$ cat src/rtl/engine_pkg.sv
// engine_pkg: shared widths, burst lengths, op codes and writeback FSM states
package engine_pkg;
    localparam int DATA_W = 16;
    localparam int ADDR_W = 30;
    localparam int CONV_BURST_LEN = 16;
    localparam int POOL_BURST_LEN = 1;
    typedef enum logic [2:0] {OP_CONV = 3'd1, OP_MPOOL = 3'd4, OP_APOOL = 3'd5} op_type_e;
    typedef enum logic [1:0] {ST_IDLE, ST_ARM, ST_STREAM, ST_DONE} wb_state_e;
endpackage

$ cat src/rtl/wb_slot_buf.sv
// wb_slot_buf: two-slot ping-pong burst storage with per-slot full flags
module wb_slot_buf #(
    parameter int BURST_LEN = 16,
    parameter int DATA_W = 16,
    parameter int IDX_W = 4
) (
    input  logic                          clk,
    input  logic                          rst,
    input  logic                          wr_en,
    input  logic                          wr_sel,
    input  logic [BURST_LEN*DATA_W-1:0]   wr_data,
    input  logic                          clr_en,
    input  logic                          clr_sel,
    input  logic                          rd_sel,
    input  logic [IDX_W-1:0]              rd_idx,
    output logic [DATA_W-1:0]             rd_data,
    output logic [1:0]                    full
);
    logic [1:0][BURST_LEN*DATA_W-1:0] mem_q, mem_d;
    logic [1:0] full_q, full_d;
    always_comb begin
        mem_d = mem_q;
        full_d = full_q;
        if (clr_en) full_d[clr_sel] = 1'b0;
        if (wr_en) begin
            mem_d[wr_sel] = wr_data;
            full_d[wr_sel] = 1'b1;
        end
    end
    always_ff @(posedge clk) begin
        mem_q <= mem_d;
        full_q <= rst ? 2'b00 : full_d;
    end
    assign rd_data = mem_q[rd_sel][int'(rd_idx)*DATA_W +: DATA_W];
    assign full = full_q;
endmodule

$ cat src/rtl/wb_serializer.sv
// wb_serializer: captures result bursts into a ping-pong buffer and streams them to the DMA write FIFO
module wb_serializer #(
    parameter int BURST_LEN = engine_pkg::CONV_BURST_LEN,
    parameter int DATA_W = engine_pkg::DATA_W,
    parameter int ADDR_W = engine_pkg::ADDR_W
) (
    input  logic                          clk,
    input  logic                          rst,
    input  logic [ADDR_W-1:0]             base_addr,
    input  logic                          base_load,
    input  logic                          res_valid,
    input  logic [BURST_LEN*DATA_W-1:0]   res_data,
    output logic                          res_ready,
    output logic                          dma_writes_en,
    output logic [ADDR_W-1:0]             dma_addr,
    input  logic                          dma_ib_re,
    output logic [DATA_W-1:0]             dma_ib_data,
    output logic                          dma_ib_valid,
    output logic                          burst_done,
    output logic                          busy
);
    import engine_pkg::*;
    localparam int CNT_W = $clog2(BURST_LEN) + 1;
    localparam int IDX_W = BURST_LEN > 1 ? $clog2(BURST_LEN) : 1;
    localparam logic [CNT_W-1:0] LAST = CNT_W'(BURST_LEN - 1);
    wb_state_e state_q, state_d;
    logic [CNT_W-1:0] cnt_q, cnt_d;
    logic [ADDR_W-1:0] wr_ptr_q, wr_ptr_d, addr_q, addr_d;
    logic [DATA_W-1:0] data_q, data_d, rd_data;
    logic we_q, we_d, valid_q, valid_d, wsel_q, wsel_d, rsel_q, rsel_d;
    logic capture, clr_en;
    logic [1:0] full;
    assign capture = res_valid && res_ready;
    assign res_ready = !(full[0] && full[1]);
    assign busy = (|full) || (state_q != ST_IDLE);
    wb_slot_buf #(
        .BURST_LEN(BURST_LEN),
        .DATA_W(DATA_W),
        .IDX_W(IDX_W)
    ) u_slot_buf (
        .clk(clk),
        .rst(rst),
        .wr_en(capture),
        .wr_sel(wsel_q),
        .wr_data(res_data),
        .clr_en(clr_en),
        .clr_sel(rsel_q),
        .rd_sel(rsel_q),
        .rd_idx(cnt_q[IDX_W-1:0]),
        .rd_data(rd_data),
        .full(full)
    );
    always_comb begin
        state_d = state_q;
        cnt_d = cnt_q;
        wr_ptr_d = (base_load && !busy) ? base_addr : wr_ptr_q;
        addr_d = addr_q;
        we_d = we_q;
        data_d = data_q;
        valid_d = 1'b0;
        wsel_d = wsel_q ^ capture;
        rsel_d = rsel_q;
        clr_en = 1'b0;
        case (state_q)
            ST_IDLE: if (full[rsel_q]) begin
                state_d = ST_ARM;
                addr_d = wr_ptr_q;
                we_d = 1'b1;
            end
            ST_ARM: begin
                state_d = ST_STREAM;
                cnt_d = '0;
            end
            ST_STREAM: if (dma_ib_re) begin
                data_d = rd_data;
                valid_d = 1'b1;
                cnt_d = cnt_q + CNT_W'(1);
                if (cnt_q == LAST) begin
                    state_d = ST_DONE;
                    we_d = 1'b0;
                end
            end
            ST_DONE: begin
                state_d = ST_IDLE;
                clr_en = 1'b1;
                rsel_d = !rsel_q;
                wr_ptr_d = wr_ptr_q + ADDR_W'(BURST_LEN);
            end
            default: state_d = ST_IDLE;
        endcase
    end
    always_ff @(posedge clk) begin
        if (rst) begin
            state_q <= ST_IDLE;
            cnt_q <= '0;
            wr_ptr_q <= '0;
            addr_q <= '0;
            we_q <= 1'b0;
            data_q <= '0;
            valid_q <= 1'b0;
            wsel_q <= 1'b0;
            rsel_q <= 1'b0;
        end else begin
            state_q <= state_d;
            cnt_q <= cnt_d;
            wr_ptr_q <= wr_ptr_d;
            addr_q <= addr_d;
            we_q <= we_d;
            data_q <= data_d;
            valid_q <= valid_d;
            wsel_q <= wsel_d;
            rsel_q <= rsel_d;
        end
    end
    assign dma_writes_en = we_q;
    assign dma_addr = addr_q;
    assign dma_ib_data = data_q;
    assign dma_ib_valid = valid_q;
    assign burst_done = state_q == ST_DONE;
endmodule

$ cat config.mk
export PLATFORM = sky130hd
export DESIGN_NAME = wb_serializer
export DESIGN_NICKNAME = d
export VERILOG_FILES = /design/src/rtl/engine_pkg.sv /design/src/rtl/wb_slot_buf.sv /design/src/rtl/wb_serializer.sv
export SDC_FILE = /design/constraint.sdc
export NUM_CORES = 1
export LEC_CHECK = 0
export CAP_MARGIN = 20
export CORE_MARGIN = 2
export CORE_UTILIZATION = 55
export CTS_CLUSTER_DIAMETER = 80
export DETAILED_ROUTE_END_ITERATION = 16
export GPL_TIMING_DRIVEN = 1
export HOLD_SLACK_MARGIN = 0.15
export PLACE_DENSITY = 0.8
export SYNTH_ARGS = -nofsm -noshare
export SYNTH_HDL_FRONTEND = slang
export SYNTH_HIERARCHICAL = 1
export SYNTH_SLANG_ARGS = --single-unit
$ cat constraint.sdc
create_clock -name clk -period 15.9 [get_ports clk]
set_input_delay 1.59 -clock clk [delete_from_list [all_inputs] [get_ports clk]]
set_output_delay 1.59 -clock clk [all_outputs]
set_load 0.05 [all_outputs]
==> summary.txt, run 1 <==
status: completed
share of the synthesized area in the top cell type: 0.6400
via/cell ratio: 5.879
pre-CTS WS: 10510 ps
FP Rows: 76
Crit path arrival time: 4890 ps
routed wire length per instance: 23.55 um
fillers: 2872
Hold Crit Depth: 2
Worst-path clk slew: 60 ps
htree depth: 2
crit path max fanout: 79
required time of the critical path: 16140 ps
Avg Inst Size Synth: 15.23 um2
hold_buf cts: 0
CORE AREA: 43080 um2
CTS Buf Count: 58
post_cts resized: 0
ratio of total power to cell area: 130.9 nW/um2
Hold Path Origin: dma_addr[13]
Top Ports: 342
ratio of cells with drive above 1 in the final layout: 0.06564
Least-Margin Pin Slew: 1122 ps
mux contribution to synthesized area: 0.1122
initial antenna violation count: 12
Fin Hold WS: 455.2 ps
pin count of the biggest net entering global routing: 91
Yosys warnings: 6
die height: 213 um
setup TNS: 0 ps
Simple-Gate Fraction of Synth Area: 0.06489
Worst Setup Start Kind: input port
HP Class: flip-flop to flip-flop
top cells by area, synth: edfxtp_1 (64%), mux2i_1 (11%), dfxtp_1 (7.4%)
CTS tree: done
first-pass GRT wire length: 87570 um
setup bufs post-CTS: 0
GPL Wtd Cong: 0.8593
Reg2Reg Setup Slack: 11330 ps
WL final: 59930 um
syn nets: 1876
total grt overflow: 0
RSZ-0062 raised after global routing: false
cells on worst reg2reg path: 10
complex-gate fraction of the synthesized area: 0.07323
Max VDD drop: 0.00009202 V
vias in the first global route: 14980
Yosys top cell by area: edfxtp_1
worst r2r src: cnt_q[0]
root buffer cell: clkbuf_16
Hold Path End: dma_addr[13]
LEAKAGE: 9.391 nW
Max clock buf depth: 3
Antenna Violating Nets Remaining: 0
Seq cells post-synth: 601
Die Span X: 213 um
MaxCap Viol Count: 0
f_max: 214.9 MHz
via count: 14960
Final Hold Violating Endpoints: 0
Yosys cell types: 56
First-pass DRT Iterations: 5
Synth Instances: 1577
Port-buffer cells: 341
Final Max Slew Viols: 0
worst setup path class: input port to flip-flop
max_slew headroom: 0.2517
sequential area share after synthesis: 0.7141
Crit. Startpoint: res_valid
Final #Nets: 2200
Total GRT Usage: 0.2617
Post-route DRC: 0
final period utilization: 0.2927
clock skew: 20.99 ps
clk sinks: 601
DR iter-0 viols: 1603
R2R Path End: dma_ib_data[13]
post-layout min period: 4654 ps
largest family of logic cells by synthesized area: multiplexers
die area: 45370 um2
XOR/XNOR share of the synthesized area: 0.002187
Final WS setup: 11250 ps
Post-Synth Adder-Cell Area: 0.004166
initial core utilization: 0.5577
Post-Synthesis Cell Area: 24020 um2
Setup-failing EPs final: 0
Area Overhead vs Synth: 23.49%
crit end category: flip-flop
DP HPWL: 39060 um
later-pin clock latency in the skew report: 620 ps
report_power, final:
group | leakage (nW) | internal, mW | switching (mW)
combinational | 2.95 | 0.259 | 0.363
clock | 0.922 | 0.783 | 0.567
sequential | 5.52 | 1.85 | 0.0675
total | 9.39 | 2.89 | 0.997
registers in the layout (all words and copies together), names as in the netlist, 2 cells and up:
| signal | flops |
|---|---|
| u_slot_buf/mem_q | 512 |
| wr_ptr_q | 30 |
| dma_ib_data | 16 |
| dma_addr | 30 |
| u_slot_buf/full | 2 |
| cnt_q | 5 |
| state_q | 2 |
area by class of cell:
cell class	count	area [um2]	share of cell area
Antenna cell	10	25.02	0.0008435
Clock buffer	88	1654	0.05575
Clock inverter	21	234.0	0.007886
Inverter	7	26.28	0.0008856
Multi-Input combinational cell	871	6211	0.2093
Sequential cell	601	17160	0.5784
Tap cell	585	732.0	0.02467
Timing Repair Buffer	362	3626	0.1222
routing by layer:
layer,up-vias,share of wire,track usage
met5,-,0.00022,0
met4,2,0.043,0.1254
met3,125,0.087,0.05677
met2,679,0.46,0.4063
met1,7381,0.41,0.3539
li1,6775,-,-
cell usage in the layout, fill, tap and decap left out, types with 5 or more instances in the layout:
cell	netlist	routed
edfxtp_1	512	512
clkdlybuf4s50_1	0	340
mux2i_1	267	267
nand2_1	152	152
a21oi_1	99	99
dfxtp_1	89	88
a22oi_1	67	67
clkbuf_16	0	58
nand3_1	41	41
a22o_1	32	32
nor3_1	28	28
nor2_1	25	25
nand4_1	23	23
a31oi_1	21	21
clkbuf_1	35	21
a211oi_1	20	20
buf_4	21	17
diode_2	0	10
clkbuf_8	0	9
clkinv_2	0	9
nor2b_1	12	8
ha_1	8	8
inv_1	7	7
and2_1	8	6
xnor2_1	6	6
and4_1	5	5
nand2b_1	5	5
a311oi_1	5	5
cell families after synthesis:
group,after synthesis
DFF,601
and+or+nand+nor,324
xor gates and xnor gates,6
adders and majority gates,8
AOI/OAI and AO/OA,264
buffers and inverters,105
muxes,269
through the flow:
| stage | power, mW | cells | util | cell area (um2) |
|---|---|---|---|---|
| final | 3.884 | 2545 | 0.6887 | 29670 |
| after global routing | 4.022 | 2542 | 0.6886 | 29660 |
| after CTS | 3.898 | 2532 | 0.6864 | 29570 |
| after detailed placement | 2.558 | 2423 | 0.6426 | 27680 |
| after global placement | 2.534 | 2422 | 0.6422 | 27670 |
| after floorplan | 2.373 | 1577 | - | 24020 |
cells in the mapped netlist (all sizes together):
cell type,instances
and2,8
a21oi,99
nor4,4
or2,3
and3,2
nor2b,12
a221oi,1
edfxtp,512
inv,7
mux2,2
buf,62
xnor2,6
o21ai,4
nand3b,2
a21o,1
nand2b,5
nand4,24
a311oi,5
or3,4
or4,5
a211o,1
a311o,1
a31oi,21
nand2,153
a22o,32
a2bb2oi,2
clkbuf,36
o211ai,1
nor2,26
nor4bb,1
nand3,42
a211oi,20
a2111oi,3
and4,5
ha,8
nor3,28
dfxtp,89
o211a,1
mux2i,267
o31ai,4
a22oi,67
o41ai,1
critical path, cell delays in order:
cell             delay, ps
clkdlybuf4s50_1        500
and2_1                 200
and2_4                 670
buf_4                  950
buf_4                  850
worst max-delay path by stage:
stage                                 end  slack (ps)
floorplan             u_slot_buf/mem_q[0]        2000
global placement    u_slot_buf/mem_q[231]       10600
detailed placement  u_slot_buf/mem_q[236]       10510
CTS                       dma_ib_data[13]       10920
global route              dma_ib_data[13]       11070
finish              u_slot_buf/mem_q[472]       11250
(Power assumes the default switching activity.)
==> run 2, diff against run 1 <==
--- a/config.mk
+++ b/config.mk
@@ -7,12 +7,12 @@
 export LEC_CHECK = 0
 export CAP_MARGIN = 20
 export CORE_MARGIN = 2
-export CORE_UTILIZATION = 55
+export CORE_UTILIZATION = 49
 export CTS_CLUSTER_DIAMETER = 80
 export DETAILED_ROUTE_END_ITERATION = 16
 export GPL_TIMING_DRIVEN = 1
 export HOLD_SLACK_MARGIN = 0.15
-export PLACE_DENSITY = 0.8
+export PLACE_DENSITY = 0.76
 export SYNTH_ARGS = -nofsm -noshare
 export SYNTH_HDL_FRONTEND = slang
 export SYNTH_HIERARCHICAL = 1
==> constraint.sdc (replaced) <==
create_clock -name clk -period 3.85 [get_ports clk]
set_input_delay 0.385 -clock clk [delete_from_list [all_inputs] [get_ports clk]]
set_output_delay 0.385 -clock clk [all_outputs]
set_load 0.05 [all_outputs]
==> summary.txt, run 2 (synthesis gave the netlist of run 1 again) <==
fillers: 3576 (+25%)
cells on worst reg2reg path: 7 (-3)
final period utilization: 0.7831
initial core utilization: 0.4939 (-0.06386)
Max clock buf depth: 3 (unchanged)
WL final: 60590 um (+1.1%)
RSZ-0062 raised after global routing: false
DP HPWL: 40910 um (+4.7%)
post-layout min period: 3015 ps
Hold Crit Depth: 3 (+1)
pre-CTS WS: 985.8 ps (-9529 ps)
delay-heaviest family, CP: buffers and inverters
First-pass DRT Iterations: 7 (+2)
slowest CP cell: clkdlybuf4s50_1
finished layout cell area: 29960 um2 (+0.99%)
CTS tree: done
setup TNS: 0 ps (unchanged)
GPL Wtd Cong: 0.8463 (-1.5%)
crit end category: output pin
LEAKAGE: 9.485 nW (+1.0%)
Setup-failing EPs final: 0 (unchanged)
die area: 50820 um2 (+12%)
Final Max Slew Viols: 0 (unchanged)
R2R Path End: dma_ib_data[4]
Area Overhead vs Synth: 24.71%
worst path cell trace: ha_1, buf_4, clkdlybuf4s50_1
slowest stage delay, CP: 890 ps (-60 ps)
Power Total: 16.21 mW (+320%)
root buffer cell: clkbuf_16
Hold Path Origin: base_addr[1]
Crit path arrival time: 2630 ps (-2260 ps)
Post-route DRC: 0 (unchanged)
f_max: 331.7 MHz
ratio of cells with drive above 1 in the final layout: 0.07383 (+0.008188)
Worst Setup Start Kind: flip-flop
Max VDD drop: 0.0003796 V (+310%)
Worst-path clk slew: 60 ps (about the same)
ratio of total power to cell area: 540.9 nW/um2 (+310%)
max reg flops: 512 (unchanged)
Reg2Reg Setup Slack: 970 ps (-10360 ps)
clk sinks: 601 (unchanged)
Cells after DPL: 2472 (+2.0%)
Die Span X: 225.4 um (+5.8%)
Final #Nets: 2211 (+0.50%)
max_slew headroom: 0.3018 (+0.05007)
clock skew: 22.77 ps (+1.785 ps)
MaxCap Viol Count: 0 (unchanged)
Non-Filler Instances: 2593 (+1.9%)
Crit path buffers/inverters: 2 (-1)
htree depth: 2 (unchanged)
Top reg by flops: u_slot_buf/mem_q
setup bufs post-CTS: 0 (unchanged)
die height: 225.4 um (+5.8%)
Top Ports: 342 (unchanged)
CORE AREA: 48650 um2 (+13%)
total grt overflow: 0 (unchanged)
CTS Buf Count: 60 (+3.4%)
hold_buf cts: 0 (unchanged)
worst r2r src: cnt_q[0]
Post-DP Area: 28000 um2 (+1.1%)
post_cts resized: 0 (unchanged)
Final WS setup: 835.0 ps (-10410 ps)
Total GRT Usage: 0.2337 (-0.02792)
crit path max fanout: 40 (-49%)
first-pass GRT wire length: 87930 um (+0.41%)
via count: 14930 (-0.23%)
DR iter-0 viols: 1412 (-12%)
HP Class: input port to flip-flop
Hold Path End: wr_ptr_q[1]
vias in the first global route: 14690 (-1.9%)
commonest non-fill, non-tap cell in the layout: edfxtp_1
initial antenna violation count: 11 (-1)
via/cell ratio: 5.757 (-2.1%)
status: completed
pin count of the biggest net entering global routing: 69 (-24%)
FP Rows: 81 (+6.6%)
later-pin clock latency in the skew report: 630 ps (about the same)
routed wire length per instance: 23.37 um (-0.78%)
required time of the critical path: 3460 ps (-12680 ps)
Port-buffer cells: 341 (unchanged)
Final Hold Violating Endpoints: 0 (unchanged)
Least-Margin Pin Slew: 1039 ps (-83.76 ps)
Antenna Violating Nets Remaining: 0 (unchanged)
worst setup path class: flip-flop to output pin
most frequent cells in the layout: edfxtp_1 (512), clkdlybuf4s50_1 (340), mux2i_1 (267)
[run 2: worst max-delay path by stage]
stage          slack [ps]  depth (start not counted)               start             endpoint
3_5_place_dp          990                          7            cnt_q[0]       dma_ib_data[7]
2_1_floorplan       -1050                          3  u_slot_buf/full[1]  u_slot_buf/mem_q[0]
5_1_grt               750                          3          state_q[1]           burst_done
3_3_place_gp          970                          7            cnt_q[0]       dma_ib_data[7]
6_report              840                          3          state_q[1]           burst_done
4_1_cts               800                          3          state_q[1]           burst_done
[run 2: layout make-up]
cell class                 instances  area (um2)  share of cell area
antenna                            7       17.52           0.0005846
tap                              622       778.2             0.02598
clock buffer                      81        1640             0.05475
timing repair buffer             371        3796              0.1267
multi-input combinational        871        6230              0.2079
sequential                       601       17170              0.5729
clock inverter                    33       307.8             0.01027
inverter                           7       26.28           0.0008770
[run 2: where the power goes]
group	switching [mW]	internal, mW
Clock	2.42	3.27
Sequential	0.281	7.62
Combinational	1.53	1.09
Total	4.23	12.0
[run 2: through the flow]
stage,hold slack [ps],util
floorplan,432.2,-
global placement,437.7,0.5755
detailed placement,446.6,0.5755
CTS,300.8,0.6155
global route,316.9,0.6158
finish,333.8,0.6159
[run 2: routing by layer]
metal,GRT usage,vias up,wire length (um)
met4,0.08524,8,1996
met1,0.3064,7388,24800
li1,-,6797,-
met5,0,-,60
met3,0.05450,114,4726
met2,0.3820,620,29010
[run 2: tightest hold or removal path, delay by kind of cell]
kind                   cells  cell delay, ps
AO/OA/AOI/OAI              1              60
AND/OR/NAND/NOR            1              60
buffers and inverters      1             400
==> RTL edit, RTL diff (settings of run 1) <==
Make the reset (`rst`) asynchronous in one clocked block.
--- a/src/rtl/wb_serializer.sv
+++ b/src/rtl/wb_serializer.sv
@@ -89,7 +89,7 @@
             default: state_d = ST_IDLE;
         endcase
     end
-    always_ff @(posedge clk) begin
+    always_ff @(posedge clk or posedge rst) begin
         if (rst) begin
             state_q <= ST_IDLE;
             cnt_q <= '0;
Behaviour: differs if rst is asserted again (counterexample within 4 cycles, from zero or initial values and one cycle with rst high); with rst held inactive, the same outputs for 4 cycles.
==> RTL edit against run 1 <==
Largest cell class unchanged. Highest routed layer unchanged. Synthesized cell count shrank 7.2%. Non-clock buffer count decreased by 3. Critical path type unchanged. Routed wire length is 2.9% lower. Setup slack worse by 0.22 ns. Area after synthesis up 0.44%. Sequential cell count stayed put. Design area is essentially flat.
Power is not compared: it rests on default switching activity, and its combinational part moved more than twofold at a synthesized area within 25%.
==> RTL edit: results <==
export IMPL_final_cell_count_no_fill=2427
export IMPL_dpl_worst_slack_ns=10.41
export IMPL_r2r_cells=5
export IMPL_hold_path_cell_count=2
export IMPL_synth_commonest_cells="edfxtp_1, mux2i_1, dfrtp_1, nand2_1, a22oi_1"
export IMPL_placed_cells=2321
export IMPL_grt_antenna_before_repair=5
export IMPL_final_clkbuf_count=66
export IMPL_nets=2097
export IMPL_yosysUniqueCellTypes=59
export IMPL_rr_endpoint="u_slot_buf/mem_q[199]"
export IMPL_nFillCells=2967
export IMPL_multi_input_area_share_pct=19.93
export IMPL_hold_ws_ns=0.4814
export IMPL_synth_nets=1762
export IMPL_dp_hpwl_mm=37.26
export IMPL_place_area_um2=27850
export IMPL_synthCells=1463
export IMPL_bufAreaShareNonClock_pct=12.09
export IMPL_relSlewSlack_pct=21.49
export IMPL_grt_pass1_wl_mm=84.32
export IMPL_io_buffers=341
export IMPL_n_all_inverters=12
export IMPL_grt_max_degree=193
export IMPL_cpPeakStageDelay_ns=0.94
export IMPL_status="finished, final reports clean"
export IMPL_async_reset_ff_share_pct=14.48
export IMPL_yosys_top_cells_area="edfxtp_1, mux2i_1, dfrtp_1"
export IMPL_arrival_ns=5.09
export IMPL_cts_setup_buffers=0
export IMPL_min_period_over_period_pct=30.62
export IMPL_via_per_inst=5.902
export IMPL_hold_path_end="wr_ptr_q[1]"
export IMPL_r2r_setup_slack_ns=12.07
export IMPL_fin_skew_ns=0.01487
export IMPL_r2r_start="u_slot_buf/full[1]"
export IMPL_firstDrtPassIters=7
export IMPL_avgRoutedWirePerCell_um=23.97
export IMPL_drt_iter0_markers=1365
export IMPL_n_antenna_cell=2
export IMPL_clock_cell_area_share_pct=6.023
export IMPL_grt_usage_pct=25.31
export IMPL_num_multi_input_gates=766
export IMPL_drive_gt1_share_pct=8.370
export IMPL_hold_start="wr_ptr_q[1]"
export IMPL_worstPathMaxFanout=82
export IMPL_areaGrowthSynthToFinish_pct=22.93
export IMPL_seq_cells=601
export IMPL_signal_buffers=359
export IMPL_ff_latch_area_um2=17600
export IMPL_grt_pass1_vias=14480
export IMPL_multiInputGateArea_um2=5913
export IMPL_gp_congestion=0.8694
export IMPL_synth_seq_area_share_pct=72.90
RTL edit: kinds of logic (layout without fill, tap and decap cells):
| logic type | Yosys count | count (layout) | share of synthesized area [%] |
|---|---|---|---|
| XOR/XNOR | 2 | 2 | 0.07260 |
| other | 0 | 2 | 0 |
| AO/OA/AOI/OAI | 212 | 212 | 6.098 |
| flip-flops | 601 | 601 | 72.90 |
| AND/OR/NAND/NOR | 241 | 241 | 5.009 |
| buffers and inverters | 96 | 473 | 2.707 |
| multiplexers | 303 | 303 | 12.80 |
| adder cells (fa/ha/maj) | 8 | 8 | 0.4148 |
RTL edit: worst register-to-register path: stages (launching register included):
cell and delay (ns):
dfxtp_1 0.36, nand2_1 0.09, and2_1 0.19, nor2b_4 0.86, buf_4 0.91, buf_4 0.96
RTL edit: layer usage:
metal / up-vias / track usage, % / share of wire [%]
met5: - / 0 / 0.076
met4: 6 / 10.18 / 3.4
met3: 119 / 4.760 / 8.7
met2: 687 / 41.26 / 48
met1: 7074 / 33.93 / 39
li1: 6438 / - / -
